### config.mk
export PLATFORM = sky130hd
export DESIGN_NAME = brc_iter
export DESIGN_NICKNAME = d
export VERILOG_FILES = /design/src/rtl/brc_iter.sv
export SDC_FILE = /design/constraint.sdc
export NUM_CORES = 1
export LEC_CHECK = 0
export ABC_AREA = 1
export CAP_MARGIN = 20
export CORE_MARGIN = 8
export CORE_UTILIZATION = 57
export CTS_BUF_LIST = sky130_fd_sc_hd__clkbuf_4
export DETAILED_ROUTE_END_ITERATION = 10
export HOLD_SLACK_MARGIN = 0.06
export PLACE_DENSITY = 0.86
export SLEW_MARGIN = 20
export SYNTH_ARGS = -nofsm -noshare
export SYNTH_HDL_FRONTEND = slang
export SYNTH_SLANG_ARGS = --single-unit
### constraint.sdc
create_clock -name clk -period 5.3 [get_ports clk]
set_input_delay 1.59 -clock clk [delete_from_list [all_inputs] [get_ports clk]]
set_output_delay 1.59 -clock clk [all_outputs]
set_load 0.005 [all_outputs]
### src/rtl/brc_iter.sv
// -----------------------------------------------------------------------------
// brc_iter -- multi-cycle branch comparator
//
// Compares two WIDTH-bit operands CHUNK bits per cycle, starting from the most
// significant chunk. It produces a less-than flag (signed or unsigned), an
// equality flag and a RISC-V funct3-selected branch-taken flag. Requests and
// results use valid/ready handshakes. One request is in flight at a time.
//
// Configuration macro: BRC_ITER_EARLY_EXIT_EN
//   defined   : the compare stops at the first differing chunk
//               (latency 1..NCHUNK cycles).
//   undefined : the compare always walks all NCHUNK chunks. A sticky "decided"
//               flag freezes the ordering at the first differing chunk, so the
//               results are identical to the defined case and the latency is
//               a constant NCHUNK cycles.
//
// Ports:
//   clk        in   clock, rising edge
//   rst_n      in   asynchronous active-low reset
//   in_valid   in   request valid
//   in_ready   out  block idle and able to accept a request
//   rs1_data   in   operand A (WIDTH bits)
//   rs2_data   in   operand B (WIDTH bits)
//   br_un      in   1 = unsigned compare, 0 = signed two's complement
//   br_op      in   branch funct3
//   out_valid  out  result valid
//   out_ready  in   consumer accepts the result
//   br_less    out  A < B under the selected signedness
//   br_equal   out  A == B
//   br_taken   out  branch condition selected by br_op
// -----------------------------------------------------------------------------
module brc_iter #(
    parameter int WIDTH = 32,
    parameter int CHUNK = 8
) (
    input  logic             clk,
    input  logic             rst_n,
    input  logic             in_valid,
    output logic             in_ready,
    input  logic [WIDTH-1:0] rs1_data,
    input  logic [WIDTH-1:0] rs2_data,
    input  logic             br_un,
    input  logic [2:0]       br_op,
    output logic             out_valid,
    input  logic             out_ready,
    output logic             br_less,
    output logic             br_equal,
    output logic             br_taken
);

    localparam int NCHUNK = WIDTH / CHUNK;
    localparam int IDXW   = (NCHUNK > 1) ? $clog2(NCHUNK) : 1;

    localparam logic [IDXW-1:0] LAST_IDX = IDXW'(NCHUNK - 1);
    localparam logic [IDXW-1:0] ZERO_IDX = {IDXW{1'b0}};
    localparam logic [IDXW-1:0] ONE_IDX  = IDXW'(1);

    typedef enum logic [1:0] {
        ST_IDLE = 2'd0,
        ST_CMP  = 2'd1,
        ST_DONE = 2'd2
    } state_t;

    // Flipping the sign bit of the top chunk maps two's-complement order onto
    // unsigned order, so one unsigned comparator serves both modes.
    function automatic logic [CHUNK-1:0] order_key_f(
        input logic [CHUNK-1:0] chunk,
        input logic             flip_msb
    );
        logic [CHUNK-1:0] key;
        key = chunk;
        if (flip_msb) begin
            key[CHUNK-1] = ~chunk[CHUNK-1];
        end else begin
            key = chunk;
        end
        return key;
    endfunction

    // funct3 decode. The signedness comes from br_un alone, so BLT/BLTU share
    // a path, and so do BGE/BGEU.
    function automatic logic taken_f(
        input logic [2:0] op,
        input logic       less,
        input logic       equal
    );
        logic taken;
        case (op)
            3'b000:         taken = equal;
            3'b001:         taken = ~equal;
            3'b100, 3'b110: taken = less;
            3'b101, 3'b111: taken = ~less;
            default:        taken = 1'b0;
        endcase
        return taken;
    endfunction

    state_t state_r, state_nxt_s;

    logic [IDXW-1:0]  idx_r, idx_nxt_s;
    logic [WIDTH-1:0] a_r, a_nxt_s;
    logic [WIDTH-1:0] b_r, b_nxt_s;
    logic             un_r, un_nxt_s;
    logic [2:0]       op_r, op_nxt_s;
    logic             out_valid_r, out_valid_nxt_s;
    logic             br_less_r, less_nxt_s;
    logic             br_equal_r, equal_nxt_s;
    logic             br_taken_r, taken_nxt_s;

`ifndef BRC_ITER_EARLY_EXIT_EN
    // Sticky ordering for the full-length walk.
    logic decided_r, decided_nxt_s;
    logic pend_less_r, pend_less_nxt_s;
    logic decided_eff_s, less_eff_s;
`endif

    logic [CHUNK-1:0] a_chunks_s [NCHUNK];
    logic [CHUNK-1:0] b_chunks_s [NCHUNK];
    logic [CHUNK-1:0] key_a_s, key_b_s;
    logic             chunk_diff_s, chunk_lt_s;

    for (genvar g = 0; g < NCHUNK; g++) begin : g_chunk
        assign a_chunks_s[g] = a_r[g*CHUNK +: CHUNK];
        assign b_chunks_s[g] = b_r[g*CHUNK +: CHUNK];
    end

    // Ordering keys and compare result for the chunk currently selected.
    always_comb begin
        key_a_s      = order_key_f(a_chunks_s[idx_r], (idx_r == LAST_IDX) && !un_r);
        key_b_s      = order_key_f(b_chunks_s[idx_r], (idx_r == LAST_IDX) && !un_r);
        chunk_diff_s = (key_a_s != key_b_s);
        chunk_lt_s   = (key_a_s < key_b_s);
    end

    // FSM state register.
    always_ff @(posedge clk or negedge rst_n) begin
        if (!rst_n) begin
            state_r <= ST_IDLE;
        end else begin
            state_r <= state_nxt_s;
        end
    end

    // Next-state, datapath and result logic.
    always_comb begin
        state_nxt_s     = state_r;
        idx_nxt_s       = idx_r;
        a_nxt_s         = a_r;
        b_nxt_s         = b_r;
        un_nxt_s        = un_r;
        op_nxt_s        = op_r;
        out_valid_nxt_s = out_valid_r;
        less_nxt_s      = br_less_r;
        equal_nxt_s     = br_equal_r;
        taken_nxt_s     = br_taken_r;
`ifndef BRC_ITER_EARLY_EXIT_EN
        decided_nxt_s   = decided_r;
        pend_less_nxt_s = pend_less_r;
        decided_eff_s   = decided_r;
        less_eff_s      = pend_less_r;
`endif

        case (state_r)
            ST_IDLE: begin
                if (in_valid) begin
                    a_nxt_s     = rs1_data;
                    b_nxt_s     = rs2_data;
                    un_nxt_s    = br_un;
                    op_nxt_s    = br_op;
                    idx_nxt_s   = LAST_IDX;
                    state_nxt_s = ST_CMP;
`ifndef BRC_ITER_EARLY_EXIT_EN
                    decided_nxt_s   = 1'b0;
                    pend_less_nxt_s = 1'b0;
`endif
                end else begin
                    state_nxt_s = ST_IDLE;
                end
            end

            ST_CMP: begin
`ifdef BRC_ITER_EARLY_EXIT_EN
                if (chunk_diff_s) begin
                    state_nxt_s     = ST_DONE;
                    out_valid_nxt_s = 1'b1;
                    less_nxt_s      = chunk_lt_s;
                    equal_nxt_s     = 1'b0;
                    taken_nxt_s     = taken_f(op_r, chunk_lt_s, 1'b0);
                end else if (idx_r == ZERO_IDX) begin
                    state_nxt_s     = ST_DONE;
                    out_valid_nxt_s = 1'b1;
                    less_nxt_s      = 1'b0;
                    equal_nxt_s     = 1'b1;
                    taken_nxt_s     = taken_f(op_r, 1'b0, 1'b1);
                end else begin
                    idx_nxt_s = idx_r - ONE_IDX;
                end
`else
                // Only the first differing chunk from the top sets the order.
                if (!decided_r && chunk_diff_s) begin
                    decided_eff_s = 1'b1;
                    less_eff_s    = chunk_lt_s;
                end else begin
                    decided_eff_s = decided_r;
                    less_eff_s    = pend_less_r;
                end

                if (idx_r == ZERO_IDX) begin
                    state_nxt_s     = ST_DONE;
                    out_valid_nxt_s = 1'b1;
                    less_nxt_s      = less_eff_s;
                    equal_nxt_s     = ~decided_eff_s;
                    taken_nxt_s     = taken_f(op_r, less_eff_s, ~decided_eff_s);
                end else begin
                    idx_nxt_s       = idx_r - ONE_IDX;
                    decided_nxt_s   = decided_eff_s;
                    pend_less_nxt_s = less_eff_s;
                end
`endif
            end

            ST_DONE: begin
                if (out_ready) begin
                    out_valid_nxt_s = 1'b0;
                    state_nxt_s     = ST_IDLE;
                end else begin
                    out_valid_nxt_s = 1'b1;
                end
            end

            default: begin
                state_nxt_s     = ST_IDLE;
                out_valid_nxt_s = 1'b0;
            end
        endcase
    end

    // Operand, index and result registers.
    always_ff @(posedge clk or negedge rst_n) begin
        if (!rst_n) begin
            idx_r       <= LAST_IDX;
            a_r         <= {WIDTH{1'b0}};
            b_r         <= {WIDTH{1'b0}};
            un_r        <= 1'b0;
            op_r        <= 3'b000;
            out_valid_r <= 1'b0;
            br_less_r   <= 1'b0;
            br_equal_r  <= 1'b0;
            br_taken_r  <= 1'b0;
`ifndef BRC_ITER_EARLY_EXIT_EN
            decided_r   <= 1'b0;
            pend_less_r <= 1'b0;
`endif
        end else begin
            idx_r       <= idx_nxt_s;
            a_r         <= a_nxt_s;
            b_r         <= b_nxt_s;
            un_r        <= un_nxt_s;
            op_r        <= op_nxt_s;
            out_valid_r <= out_valid_nxt_s;
            br_less_r   <= less_nxt_s;
            br_equal_r  <= equal_nxt_s;
            br_taken_r  <= taken_nxt_s;
`ifndef BRC_ITER_EARLY_EXIT_EN
            decided_r   <= decided_nxt_s;
            pend_less_r <= pend_less_nxt_s;
`endif
        end
    end

    assign in_ready  = (state_r == ST_IDLE);
    assign out_valid = out_valid_r;
    assign br_less   = br_less_r;
    assign br_equal  = br_equal_r;
    assign br_taken  = br_taken_r;

endmodule
==> results of run 1 <==
power groups by stage:
stage	logic (mW)	registers, mW	clock network [mW]
4_1_cts	1.31	1.09	0.398
3_3_place_gp	1.22	1.09	0
5_1_grt	1.52	1.14	0.427
3_5_place_dp	1.30	1.09	0
2_1_floorplan	1.03	0.999	0
6_report	1.30	1.10	0.393
logic make-up (layout without fill, tap and decap cells):
family                     Yosys count  after routing  share of synthesized area [%]
AOI/OAI and AO/OA                   56             56                           8.89
buffers and inverters               43            113                           4.92
xor gates and xnor gates             2              2                          0.463
adders and majority gates           13             13                           4.30
DFF                                 78             78                           51.6
and+or+nand+nor                    291            291                           29.8
cell type report:
class | instances | area share [%]
Tap cell | 77 | 2.04
Multi-Input combinational cell | 362 | 34.9
Clock buffer | 9 | 1.43
Inverter | 20 | 1.59
Sequential cell | 78 | 41.5
Timing Repair Buffer | 78 | 16.7
Clock inverter | 6 | 1.86
synthesized netlist by cell type (2+ instances only):
master and number:
a21oi_1 10, a32o_1 7, buf_2 14, buf_4 2, clkbuf_1 7, dfrtp_1 76, dfstp_2 2, ha_1 13
inv_1 18, nand2_1 254, nand2_2 4, nand3_1 2, nor2_1 25, nor2_2 2, o21ai_0 25, o22ai_1 9
metrics by stage:
step | instance area [µm²] | setup WS, ns
after floorplan | 3790 | 3.01
after global placement | 4540 | 1.88
after detailed placement | 4540 | 1.69
after CTS | 4690 | 1.63
after global routing | 4710 | 1.21
final | 4710 | 1.61
layer usage:
layer | share of wire [%] | up-vias | wire length (µm)
li1 | - | 1648 | -
met1 | 42 | 1565 | 3810
met2 | 49 | 116 | 4420
met3 | 6.3 | 20 | 571
met4 | 2.7 | 0 | 244
met5 | 0 | - | 0
sequential cells by signal, indices dropped and copies added (netlist names):
| register | flops |
|---|---|
| state_r | 2 |
| out_valid | 1 |
| br_less | 1 |
| a_r | 32 |
| decided_r | 1 |
| op_r | 3 |
| un_r | 1 |
| br_taken | 1 |
| br_equal | 1 |
| pend_less_r | 1 |
| b_r | 32 |
| idx_r | 2 |
worst reg2reg max path: stages, from the launching register on:
cell and delay (ns):
dfstp_2 0.91, clkinv_1 0.84, o21ai_0 0.43, o22ai_1 0.13, xor2_1 0.16, ha_1 0.30
nand2_1 0.08, nor2_2 0.14, nand2_2 0.10, nand2_2 0.08, nor2_1 0.05, nand2_2 0.07
nand2_1 0.07, nand2_1 0.06, nand3_1 0.06, nand2_1 0.06, nand2_1 0.05
final timing paths:
check / start / to / slack [ns] / cells after the start
worst max-delay path: idx_r[0] / br_taken / 1.61 / 16
worst min register to register: a_r[15] / a_r[15] / 0.49 / 2
min in group asynchronous: rst_n / a_r[29] / 1.27 / 1
worst min-delay path: a_r[15] / a_r[15] / 0.49 / 2
max in group asynchronous: rst_n / a_r[9] / 3.38 / 1
worst max register to register: idx_r[0] / br_taken / 1.61 / 16
==> impl_metrics.json, run 1 <==
{
  "clk_transition_reported_paths_ns": 0.12,
  "synth_area_um2": 3790,
  "cp_slowest_stage_delay_ns": 0.91,
  "clock_path_buffers": 2,
  "async_reset_ff_share_pct": 100,
  "hp-class": "reg -> reg",
  "total_power_mw": 2.80,
  "synthTopCellsByArea": "dfrtp_1 50%, nand2_1 25%, ha_1 4.3%",
  "dr_total_vias": 3349,
  "multi_input_area_um2": 1650,
  "path_max_fanout": 35,
  "power.switching_mw": 1.19,
  "syn_inst": 483,
  "crit_buf_inv": 1,
  "cp-end-kind": "register",
  "dp_hpwl_um": 6370,
  "ys_warn_count": 0,
  "nFillCells": 509,
  "hold_buffers": 0,
  "drc": 0,
  "seqPwrFrac_pct": 39.3,
  "fin_cells": 630,
  "grt_usage_pct": 19.9,
  "seqCellArea_um2": 1950,
  "finalClockSkew_ns": 0.00920,
  "wirelength_um": 9040,
  "synthDistinctLibCells": 29,
  "fin_crit_sh_pct": 69.6,
  "crit_family": "flip-flops",
  "grt_use_met1_pct": 23.8,
  "first_pass_iters": 4,
  "synth-seq-area-share_pct": 51.6,
  "worst_pin_slew_ns": 0.962,
  "htreeDepth": 3,
  "internal-power_mw": 1.60,
  "grt_pass1_vias": 3421,
  "rows": 29,
  "finalCriticalPeriod_ns": 3.69,
  "required_ns": 5.63,
  "grt_first_pass_wirelength_um": 15800,
  "vdd.ir_drop.worst_uv": 380,
  "slew_viol_final": 0,
  "cts_buffers": 9,
  "cts-root-buf": "clkbuf_4",
  "setup_tns_ns": 0,
  "die_x_um": 97.5,
  "area_growth_pct": 24.5,
  "holdWs_ns": 0.490,
  "fin_nets": 634,
  "routedWlPerCell_um": 14.4,
  "ant_nets": 0,
  "post_cts_buffers": 0,
  "leakage_nw": 2.40,
  "final_util_pct": 73.8,
  "drive_gt1_share_pct": 5.24,
  "drt_iter0_drc": 208,
  "grt_max_degree": 79,
  "diodes": 0,
  "vias_per_cell": 5.32,
  "cp_common_cell": "nand2_1",
  "crit_arrival_ns": 4.02,
  "max_freq_mhz": 271,
  "power.density_nw_per_um2": 593,
  "pwr-share-clk_pct": 14.1,
  "met2_usage_pct": 32.2,
  "cts-resized-gates": 0,
  "initial_core_util_pct": 59.3,
  "ios": 77,
  "cp_slowest_cell": "dfstp_2",
  "layout_common_cells": "254 x nand2_1, 76 x dfrtp_1, 75 x clkdlybuf4s50_1, 25 x nor2_1, 25 x o21ai_0",
  "gp_congestion": 0.816,
  "syn-num-nets": 568,
  "startpoint_type": "register",
  "yosys.area.top_type": "dfrtp_1",
  "synth_ff_type": "dfrtp_1",
  "antenna_found_initial": 0,
  "drv_cap": 0,
  "clock_latency_ns": 0.43,
  "sw_frac_of_total_pct": 42.6,
  "path_class": "reg -> reg",
  "placedCellCount": 614,
  "io_buffers": 76,
  "pwr-share-comb_pct": 46.6,
  "hold_violations": 0,
  "avgSynthCellArea_um2": 7.84,
  "grt_overflow_total": 0,
  "clock_sinks": 78,
  "ys_ff_latch": 78,
  "rsz0062_at_grt": "no",
  "grt_use_met3_pct": 6.40,
  "relSlewSlack_pct": 35.9,
  "synth_enable_flop_cells": 0,
  "path_cells": "clkinv_1 > o21ai_0 > o22ai_1 > xor2_1 > ha_1 > nand2_1 > nor2_2 > nand2_2 > nand2_2 > nor2_1 > nand2_2 > nand2_1 > nand2_1 > nand3_1 > nand2_1 > nand2_1",
  "fp.dieH_um": 97.5,
  "die-area_um2": 9510,
  "synth_top_area_share_pct": 50.2,
  "fp.coreArea_um2": 6390,
  "setup-violations-final": 0,
  "status": "complete, no violations",
  "final_common_cell": "nand2_1",
  "busiest_layer": "met2",
  "cts_tree": "yes"
}
(Power assumes the default switching activity.)
==> inputs of run 2 (changes only) <==
Settings changed: CORE_UTILIZATION 57 to 48, PLACE_DENSITY 0.86 to 0.77.
Clock period 5.3 ns to 3.1 ns, I/O delays scaled along.
==> run 2 against run 1 <==
Routed wire length is 1.7% higher. Combinational power rose by 79%. Sequential share of layout area decreased by 0.52 points. Setup slack worse by 1.2 ns. Final cell count grew 4.6%. Die area is 16% higher. Global-route usage down 2.4 points. Via count down 1.8%. Largest cell class unchanged.
==> impl_metrics.json, run 2 (synthesis results as in run 1) <==
{
  "hp-class": "reg -> reg",
  "hold_violations": 0,
  "cts_buffers": 9,
  "clock_latency_ns": 0.44,
  "ant_nets": 0,
  "initial_core_util_pct": 49.3,
  "grt_first_pass_wirelength_um": 15800,
  "pwr-share-comb_pct": 48.2,
  "seqPwrFrac_pct": 37.6,
  "die_x_um": 105,
  "drt_iter0_drc": 203,
  "crit_family": "buffers and inverters",
  "path_max_fanout": 5,
  "cp_slowest_stage_delay_ns": 0.54,
  "required_ns": 2.17,
  "dp_hpwl_um": 6720,
  "nFillCells": 677,
  "wirelength_um": 9190,
  "clock_path_buffers": 2,
  "ios": 77,
  "fin_nets": 637,
  "grt_max_degree": 79,
  "diodes": 0,
  "post_cts_buffers": 0,
  "power.density_nw_per_um2": 1010,
  "power.switching_mw": 2.06,
  "drv_cap": 0,
  "vias_per_cell": 4.99,
  "cp_slowest_cell": "clkdlybuf4s50_1",
  "grt_usage_pct": 17.5,
  "fin_crit_sh_pct": 86.7,
  "routedWlPerCell_um": 13.9,
  "leakage_nw": 2.41,
  "crit_arrival_ns": 1.76,
  "pwr-share-clk_pct": 14.2,
  "fp.coreArea_um2": 7690,
  "finalCriticalPeriod_ns": 2.69,
  "internal-power_mw": 2.78,
  "grt_pass1_vias": 3326,
  "layout_common_cells": "254 x nand2_1, 76 x dfrtp_1, 75 x clkdlybuf4s50_1, 25 x nor2_1, 25 x o21ai_0",
  "drive_gt1_share_pct": 5.75,
  "status": "complete, no violations",
  "first_pass_iters": 5,
  "dr_total_vias": 3289,
  "finalClockSkew_ns": 0.00763,
  "final_common_cell": "nand2_1",
  "die-area_um2": 11000,
  "rsz0062_at_grt": "no",
  "largestRegisters": "a_r x32, b_r x32, op_r x3",
  "drc": 0,
  "max_freq_mhz": 372,
  "cp-end-kind": "output port",
  "setup_tns_ns": 0,
  "cts_tree": "yes",
  "slew_viol_final": 0,
  "clock_sinks": 78,
  "gp_congestion": 0.799,
  "grt_overflow_total": 0,
  "cts-root-buf": "clkbuf_4",
  "hold_buffers": 0,
  "io_buffers": 76,
  "holdWs_ns": 0.492,
  "clk_transition_reported_paths_ns": 0.12,
  "fp.dieH_um": 105,
  "antenna_found_initial": 0,
  "area_growth_pct": 26.0,
  "cts-resized-gates": 0,
  "worst_pin_slew_ns": 0.958,
  "vdd.ir_drop.worst_uv": 367,
  "setup-violations-final": 0,
  "startpoint_type": "register",
  "path_class": "reg -> out",
  "crit_buf_inv": 2,
  "htreeDepth": 3,
  "sw_frac_of_total_pct": 42.6,
  "path_cells": "inv_1 > ha_1 > clkdlybuf4s50_1",
  "relSlewSlack_pct": 36.1,
  "rows": 32
}
-- run 2: changes by cell type in the layout (fill, tap and decap cells not counted) --
cell        before  now
clkinv_1         1    2
clkinv_2         2    0
clkinvlp_4       0    3
clkbuf_4         9   10
buf_4            2    5
clkinv_4         2    0
-- run 2: final cells by class --
type                            instances  area [µm²]  area share, %
Timing Repair Buffer                   81         808           16.9
Inverter                               20        75.1           1.57
Multi-Input combinational cell        362        1650           34.5
Clock inverter                          6        86.3           1.81
Tap cell                              102         128           2.67
Sequential cell                        78        1950           41.0
Clock buffer                           10        75.1           1.57
-- run 2: power groups by stage --
| stage | sequential [mW] | combinational, mW | clock [mW] |
|---|---|---|---|
| finish | 1.82 | 2.33 | 0.688 |
| CTS | 1.81 | 2.33 | 0.701 |
| floorplan | 1.71 | 1.77 | 0 |
| global route | 1.88 | 2.67 | 0.740 |
| global placement | 1.83 | 2.20 | 0 |
| detailed placement | 1.83 | 2.32 | 0 |
-- run 2: final timing paths --
kind | start | end | slack, ns | cells past startpoint
worst max-delay path | state_r[0] | in_ready | 0.41 | 3
worst min-delay path | a_r[22] | a_r[22] | 0.49 | 2
worst max register to register | idx_r[1] | br_taken | 0.42 | 16
worst min register to register | a_r[22] | a_r[22] | 0.49 | 2
max in group asynchronous | rst_n | a_r[8] | 1.86 | 1
min in group asynchronous | rst_n | a_r[29] | 0.63 | 1
-- run 2: per-layer routing --
layer | GRT usage [%] | up-vias | wire, µm
li1 | - | 1666 | -
met3 | 4.48 | 12 | 416
met1 | 21.4 | 1541 | 4110
met5 | 0 | - | 0
met2 | 29.1 | 70 | 4520
met4 | 6.73 | 0 | 149
-- run 2: worst reg2reg max path, delay by kind of cell, from the launching register on --
family / cells / cell delay, ns
flops: 1 / 0.44
xor+xnor: 1 / 0.10
simple gates: 11 / 0.82
compound gates: 2 / 0.39
fa+ha+maj: 1 / 0.30
buf+inv: 1 / 0.52
-- run 2: through the flow --
step	total power, mW	cells	setup slack, ns	utilization (%)	area (µm²)
2_1_floorplan	3.47	483	0.841	-	3790
3_3_place_gp	4.03	643	0.589	60.0	4610
3_5_place_dp	4.15	643	0.474	60.0	4610
4_1_cts	4.85	659	0.406	62.1	4770
5_1_grt	5.29	659	0.111	62.1	4770
6_report	4.84	659	0.413	62.1	4770
